===== src/rtl/gray_step_monitor.sv =====
// Receive-side Gray-code monitor: decodes each valid sample, classifies the step
// against the previous sample, tracks lock state and counts illegal steps.
module gray_step_monitor #(
    parameter int WIDTH     = 3,
    parameter int ERR_CNT_W = 8
) (
    input  logic                 clk,
    input  logic                 reset,
    input  logic                 valid,
    input  logic [WIDTH-1:0]     gray_in,
    input  logic                 err_clr,
    output logic [WIDTH-1:0]     bin_out,
    output logic                 bin_valid,
    output logic                 direction,
    output logic                 step_err,
    output logic [ERR_CNT_W-1:0] err_count,
    output logic                 locked
);

    typedef enum logic [1:0] {
        ST_UNLOCKED = 2'b00,
        ST_LOCKED   = 2'b01,
        ST_SUSPECT  = 2'b10
    } state_t;

    localparam logic [WIDTH-1:0]     STEP_UP   = {{(WIDTH-1){1'b0}}, 1'b1};
    localparam logic [WIDTH-1:0]     STEP_DOWN = {WIDTH{1'b1}};
    localparam logic [ERR_CNT_W-1:0] ERR_MAX   = {ERR_CNT_W{1'b1}};
    localparam logic [ERR_CNT_W-1:0] ERR_ONE   = {{(ERR_CNT_W-1){1'b0}}, 1'b1};
    localparam logic [ERR_CNT_W-1:0] ERR_ZERO  = {ERR_CNT_W{1'b0}};

    function automatic logic [WIDTH-1:0] gray2bin(input logic [WIDTH-1:0] g);
        logic [WIDTH-1:0] b;
        b[WIDTH-1] = g[WIDTH-1];
        for (int i = WIDTH - 2; i >= 0; i--) begin
            b[i] = b[i+1] ^ g[i];
        end
        return b;
    endfunction

    state_t                 state_q, state_d;
    logic [WIDTH-1:0]       bin_q, bin_d;
    logic                   bin_valid_q, bin_valid_d;
    logic                   dir_q, dir_d;
    logic                   step_err_q, step_err_d;
    logic [ERR_CNT_W-1:0]   err_cnt_q, err_cnt_d;
    logic                   locked_q, locked_d;

    logic [WIDTH-1:0]       new_bin_s;
    logic [WIDTH-1:0]       delta_s;
    logic                   is_up_s;
    logic                   is_down_s;
    logic                   is_legal_s;
    logic                   err_s;

    // Step classification against the last accepted sample (bin_q doubles as prev).
    always_comb begin
        new_bin_s  = gray2bin(gray_in);
        delta_s    = new_bin_s - bin_q;
        is_up_s    = (delta_s == STEP_UP);
        is_down_s  = (delta_s == STEP_DOWN);
        is_legal_s = is_up_s || is_down_s || (delta_s == {WIDTH{1'b0}});
    end

    // Next-state and next-output logic.
    always_comb begin
        state_d     = state_q;
        bin_d       = bin_q;
        bin_valid_d = 1'b0;
        dir_d       = dir_q;
        err_s       = 1'b0;
        if (valid) begin
            bin_d       = new_bin_s;
            bin_valid_d = 1'b1;
            case (state_q)
                ST_UNLOCKED: begin
                    state_d = ST_LOCKED;
                end
                ST_LOCKED, ST_SUSPECT: begin
                    if (is_legal_s) begin
                        state_d = ST_LOCKED;
                        if (is_up_s) begin
                            dir_d = 1'b1;
                        end else if (is_down_s) begin
                            dir_d = 1'b0;
                        end else begin
                            dir_d = dir_q;
                        end
                    end else begin
                        err_s   = 1'b1;
                        state_d = (state_q == ST_LOCKED) ? ST_SUSPECT : ST_UNLOCKED;
                    end
                end
                default: begin
                    state_d = ST_UNLOCKED;
                end
            endcase
        end else begin
            state_d = state_q;
        end
        step_err_d = err_s;
        locked_d   = (state_d == ST_LOCKED) || (state_d == ST_SUSPECT);

        // A clear coinciding with an error leaves exactly that error counted.
        if (err_clr) begin
            err_cnt_d = err_s ? ERR_ONE : ERR_ZERO;
        end else if (err_s) begin
            err_cnt_d = (err_cnt_q == ERR_MAX) ? ERR_MAX : (err_cnt_q + ERR_ONE);
        end else begin
            err_cnt_d = err_cnt_q;
        end
    end

    // State and output registers with synchronous active-low reset.
    always_ff @(posedge clk) begin
        if (!reset) begin
            state_q     <= ST_UNLOCKED;
            bin_q       <= {WIDTH{1'b0}};
            bin_valid_q <= 1'b0;
            dir_q       <= 1'b1;
            step_err_q  <= 1'b0;
            err_cnt_q   <= ERR_ZERO;
            locked_q    <= 1'b0;
        end else begin
            state_q     <= state_d;
            bin_q       <= bin_d;
            bin_valid_q <= bin_valid_d;
            dir_q       <= dir_d;
            step_err_q  <= step_err_d;
            err_cnt_q   <= err_cnt_d;
            locked_q    <= locked_d;
        end
    end

    assign bin_out   = bin_q;
    assign bin_valid = bin_valid_q;
    assign direction = dir_q;
    assign step_err  = step_err_q;
    assign err_count = err_cnt_q;
    assign locked    = locked_q;

endmodule


===== config.mk =====
export PLATFORM = sky130hd
export DESIGN_NAME = gray_step_monitor
export DESIGN_NICKNAME = d
export VERILOG_FILES = /design/src/rtl/gray_step_monitor.sv
export SDC_FILE = /design/constraint.sdc
export NUM_CORES = 1
export LEC_CHECK = 0
export BUFFER_PORTS_ARGS = -buffer_cell sky130_fd_sc_hd__buf_2
export CAP_MARGIN = 20
export CORE_MARGIN = 5
export CORE_UTILIZATION = 51
export DETAILED_ROUTE_END_ITERATION = 8
export MAX_ROUTING_LAYER = met4
export PLACE_DENSITY = 0.86
export SYNTH_ARGS = -nofsm -noshare
export SYNTH_HDL_FRONTEND = slang
export SYNTH_SLANG_ARGS = --single-unit

===== constraint.sdc =====
create_clock -name clk -period 2.78 [get_ports clk]
set_input_delay 0.139 -clock clk [delete_from_list [all_inputs] [get_ports clk]]
set_output_delay 0.139 -clock clk [all_outputs]
set_load 0.05 [all_outputs]

## Yosys cells after proc, flatten, opt, wreduce, memory -nomap -nowiden

Index checks and enable logic that the tools add are counted.

| storage, ports and cells | value |
|---|---|
| bits in registers | 17 |
| input port bits | 7 |
| output and inout port bits | 15 |
| logic and storage cells | 41 |

| operators by class | value |
|---|---|
| add/subtract/negate cells | 2 |
| eq/ne operators | 7 |
| mux-type cells | 14 |
| bitwise operators | 2 |
| reduce and logical (&&, ||, !) cells | 9 |

Operators by type and width:

| cell | number |
|---|---|
| 2-to-1 mux 8 bit | 3 |
| adder 8 x 1 -> 8 bit, second input constant | 1 |
| equality test 8 bit, second input constant | 1 |
| 2-to-1 mux 1 bit | 7 |
| 2-to-1 mux 2 bit | 3 |
| equality test 2 x 1 -> 1 bit, second input constant | 2 |
| equality test 2 bit, second input constant | 2 |
| case mux 2 bit (2 select lines) | 1 |
| AND reduction 4 bit | 1 |
| nonzero test 2 bit | 2 |
| equality test 3 x 1 -> 1 bit, second input constant | 1 |
| equality test 3 bit, second input constant | 1 |
| zero test 3 bit | 1 |
| logical OR 1 bit | 3 |
| subtractor 3 bit | 1 |
| zero test 2 bit | 1 |
| OR reduction 2 bit | 1 |
| bitwise XOR 1 bit | 2 |

## Depth between registers and ports, before layout

| depth | value |
|---|---|
| depth in word-level cells | 11 |
| mapped depth | 11 |
| gate-level depth less buffers | 10 |

## Least setup slack after synthesis

Ideal clock, no wire load.

| path | value |
|---|---|
| path type | register to register |
| start | register bin_q[0], in the netlist bin_out[0] |
| end | register err_cnt_q[6], in the netlist err_count[6] |
| setup time | 126 ps |
| arrival | 2271 ps |
| required time | 2654 ps |
| slack | 383 ps |
| stages on the path, launching flop included | 9 |
| path buffers | 0 |
| clock period less this slack | 2397 ps |
| path through | dfxtp_1 > ha_1 > inv_1 > fa_1 > xnor3_1 > mux2i_2 > or2_2 > nor4_1 > nor3_1 |

| on the way | value |
|---|---|
| word-level cells in the longest chain between the ends | 8 |
| elaborated cells between the ends (all ways) | 10 |
| classes of those cells | 1 x add/sub; 2 x eq/ne; 3 x mux; 4 x reduce/logical |

RTL lines:

| element | line | source |
|---|---|---|
| start, declared | 42 | `logic [WIDTH-1:0] bin_q, bin_d;` |
| start signal, assigned | 118 | `bin_q <= {WIDTH{1'b0}};` |
| start signal, assigned | 126 | `bin_q <= bin_d;` |
| subtractor 3 bit * | 59 | `delta_s = new_bin_s - bin_q;` |
| equality test 3 x 1 -> 1 bit or equality test 3 bit (tied branches) | 60, 61 |  |
| logical OR 1 bit | 62 | `is_legal_s = is_up_s \|\| is_down_s \|\| (delta_s == {WIDTH{1'b0}});` |
| logical OR 1 bit * | 62 |  |
| 2-to-1 mux 1 bit * | 80 | `if (is_legal_s) begin` |
| 2-to-1 mux 1 bit * | 75 | `case (state_q)` |
| 2-to-1 mux 1 bit * | 72 | `if (valid) begin` |
| nonzero test 2 bit (no line) * | n/a |  |
| end signal, assigned | 130 | `err_cnt_q <= err_cnt_d;` |
| end, declared | 46 | `logic [ERR_CNT_W-1:0] err_cnt_q, err_cnt_d;` |

Every way passes the cells marked *; elsewhere a longest branch is shown, timed or not.
A chain may end at the register's enable or synchronous reset.

## Worst setup path after layout

| path | value |
|---|---|
| start | input gray_in[2] |
| end | register err_cnt_q[0], in the netlist err_count[0] |

| on the way | value |
|---|---|
| word-level cells in the longest chain between the ends | 11 |
| elaborated cells between the ends (all ways) | 14 |
| classes of those cells | 1 x add/sub; 2 x eq/ne; 5 x mux; 2 x bitwise; 4 x reduce/logical |

RTL lines:

| element | line | source |
|---|---|---|
| start, declared | 10 | `input logic [WIDTH-1:0] gray_in,` |
| bitwise XOR 1 bit * | 36 | `b[i] = b[i+1] ^ g[i];` |
| named net new_bin_s[1] | 49 | `logic [WIDTH-1:0] new_bin_s;` |
| bitwise XOR 1 bit | 36 |  |
| subtractor 3 bit * | 59 |  |
| equality test 3 x 1 -> 1 bit or equality test 3 bit (tied branches) | 60, 61 |  |
| logical OR 1 bit | 62 |  |
| logical OR 1 bit * | 62 |  |
| 2-to-1 mux 1 bit * | 80 |  |
| 2-to-1 mux 1 bit * | 75 |  |
| 2-to-1 mux 1 bit * | 72 |  |
| 2-to-1 mux 1 bit | 106 | `err_cnt_d = err_s ? ERR_ONE : ERR_ZERO;` |
| 2-to-1 mux 8 bit | 105 | `if (err_clr) begin` |

Mark *: on every way through the listed nets, which the timed path passes. The rest lies on a longest branch.

==> summary.md <==
| Metric | Value |
|---|---|
| Placed Area | a little over 1000 µm² |
| Num rows | 15 |
| Routed WL | 1865 µm |
| Die Y-Extent | approximately 52 µm |
| Hold Vio Cnt, Final | 0 |
| Worst slack, placed | 0.02622 ns |
| Crit path required time | roughly 3 ns |
| Worst-path clk slew | 0.10 ns |
| Hold depth | 2 |
| Final Instance Area | roughly 1000 µm² |
| Count of cell types in the netlist | 37 |
| CTS H-tree lvls | 1 |
| Synth warnings | 0 |
| Reg2Reg Launch Point | bin_out[0]$_SDFFE_PN0P_ |
| Slew HR | 73.27% |
| MaxCap Viol Count | 0 |
| WHS Endpoint | direction$_SDFFE_PN1P_ |
| Post-Synth Simple-Gate Area | 26.42% |
| R2r setup slk | 0.52 ns |
| CP Max Fanout | 11 |
| Commonest non-fill, non-tap cells in the layout | buf_2 (21), dfxtp_1 (17), nand2_1 (11), inv_1 (8) |
| Core Region | 1708 µm² |
| Fillers | 159 |
| Critical path endpoint category | flip-flop |
| Post-Syn Area | 904.6 µm² |
| Skew final | 0.005368 ns |
| HP Start | reset |
| Synth-to-layout area growth | 15.91% |
| Final setup margin | roughly 0.36 ns |
| Vias in the first global route | 793 |
| EDFF count, synth | 0 |
| Die width | roughly 52 µm |
| Initial antenna violation count | 0 |
| Initial detailed-routing violation count | 22 |
| Final Max Slew Viols | 0 |
| GR Util All Layers | 16.53% |
| Largest net degree at the start of global routing | 12 |
| Fmax achieved | 0.4131 GHz |
| Peak supply drop | 0.3287 mV |
| Outcome | finished, final reports clean |
| # resized after CTS | 0 |
| Port-buffer cells | 21 |
| Startpoint Class | input pin |
| Vias per inst | 5.395 |
| First-pass GRT wire length | 3381 µm |
| DP Wirelength | 1436 µm |
| Synthesized instance count | 100 |
| Unrepaired setup endpoints after global routing | false |
| Commonest non-fill, non-tap cell in the layout | buf_2 |
| Largest family of logic cells by synthesized area | simple AND/OR/NAND/NOR gates |
| DRT Pass-1 Iters | 6 |
| Syn nets | between 100 and 150 |
| Fin Setup TNS | 0 ns |
| Post-synthesis sequential area ratio | 37.62% |
| Leakage power | about 0.47 nW |
| Total number of vias | 793 |
| Critical path class | input pin to flip-flop |
| CTS Sinks | 17 |
| GPL Wtd Cong | about 0.8 |
| CTS tree | yes |
| Clock root buffer | clkbuf_4 |
| Antenna viol nets, final | 0 |
| Synthesized area per cell | slightly above 9 µm² |
| Post-CTS Hold Buffers | 0 |
| Congestion Overflow GR | 0 |
| Ant diodes | 0 |
| Total power | 0.5398 mW |
| Post-synthesis register bit count | 17 |
| Final Cycle Share | around 87% |
| Mux cell area share after synthesis | 3.734% |
| Clock buffer depth | 2 |
| CTS Buf Count | 3 |
| Initial core utilization | between 50 and 60% |
| Proportion of layout cells with a drive suffix above 1 | 24.59% |
| Clk Latency, worst-skew pair | 0.28 ns |
| Asr flop ratio synth | 0% |
| Worst setup startpoint | gray_in[2] |
| Final setup viols | 0 |
| XOR/XNOR Fraction of Synth Area | under 10% |
| Worst slew pin tran | 0.4005 ns |
| WHS | 0.1252 ns |
| Fin crit period | around 2.4 ns |
| Nets | about 140 |
| PwrDens | 514.8 nW/µm² |
| WP data arrival | 2.60 ns |
| Adder-Cell Fraction of Synth Area | a little under a tenth |
| Hold WC Path Type | input pin to flip-flop |
| Die ar. | between 2000 and 3000 µm² |
| DRC violations left | 0 |
| Top_reg_cell synth | dfxtp_1 |
| Ports | 22 |
| Post-CTS Setup Bufs | 0 |
| Reg2reg end | err_count[0]$_SDFFE_PN0P_ |
| Reg2reg path depth | 8 |
| Compound-cell area share of the yosys netlist | 12.31% |
| WL/cell | 12.69 µm |
-- kinds of logic (layout without fill, tap and decap cells) --
family,Yosys count,in the layout
AOI/OAI and AO/OA,16,16
xor gates and xnor gates,4,4
adders and majority gates,6,6
and+or+nand+nor,43,43
DFF,17,17
buffers and inverters,11,33
muxes,3,3
-- final cells by class --
| class | instances | area [µm²] | area share, % |
|---|---|---|---|
| sequential | 17 | 340.3 | 32.46 |
| multi-input combinational | 72 | 515.5 | 49.16 |
| tap | 25 | 31.28 | 2.983 |
| timing repair buffer | 21 | 105.1 | 10.02 |
| inverter | 8 | 30.03 | 2.864 |
| clock buffer | 4 | 26.28 | 2.506 |
-- cells in the mapped netlist (3+ instances only) --
cell / number / share of area (%)
a21oi_1: 4 / 2.2
and2_1: 5 / 3.5
and3_1: 3 / 2.1
dfxtp_1: 17 / 38
ha_1: 5 / 6.9
inv_1: 8 / 3.3
nand2_1: 11 / 4.6
nand2b_1: 4 / 2.8
nand3_1: 4 / 2.2
nor2_1: 3 / 1.2
nor3_1: 3 / 1.7
-- registers in the layout (all words and copies together), names as in the netlist --
name       flops
bin_out        3
bin_valid      1
direction      1
err_count      8
locked         1
state_q        2
step_err       1
-- layer usage --
| metal | share of wire, % | track usage, % | wire [µm] | vias to the layer above |
|---|---|---|---|---|
| li1 | - | - | - | 395 |
| met1 | 43 | 20.18 | 793 | 368 |
| met2 | 50 | 28.24 | 939 | 28 |
| met3 | 6.3 | 2.579 | 118 | 2 |
| met4 | 0.75 | 4.367 | 14 | 0 |
| met5 | 0 | - | 0 | - |
-- where the power goes --
part	internal [mW]	switching, mW
clock network	0.0556	0.0751
logic	0.0515	0.0938
registers	0.256	0.00754
-- metrics by stage --
step | instances | util [%]
global placement | 143 | 59.85
CTS | 147 | 61.39
detailed placement | 143 | 59.85
global route | 147 | 61.39
finish | 147 | 61.39
floorplan | 100 | -
-- worst max-delay path, stage by stage --
cell	delay, ns
buf_2	0.12
xor2_1	0.32
xnor2_1	0.19
ha_1	0.19
inv_1	0.05
fa_1	0.37
xnor3_1	0.24
mux2i_2	0.20
nor2_2	0.34
nand2_1	0.13
o311a_1	0.30
-- how the worst max path moves through the flow --
stage                     slack (ns)                         to
after floorplan                 0.38  err_count[6]$_SDFFE_PN0P_
after global placement          0.21  err_count[0]$_SDFFE_PN0P_
after detailed placement        0.03  err_count[0]$_SDFFE_PN0P_
after CTS                       0.34  err_count[0]$_SDFFE_PN0P_
after global routing            0.11  err_count[5]$_SDFFE_PN0P_
final                           0.36  err_count[0]$_SDFFE_PN0P_
Note: power is estimated with default switching activity, not from simulation.
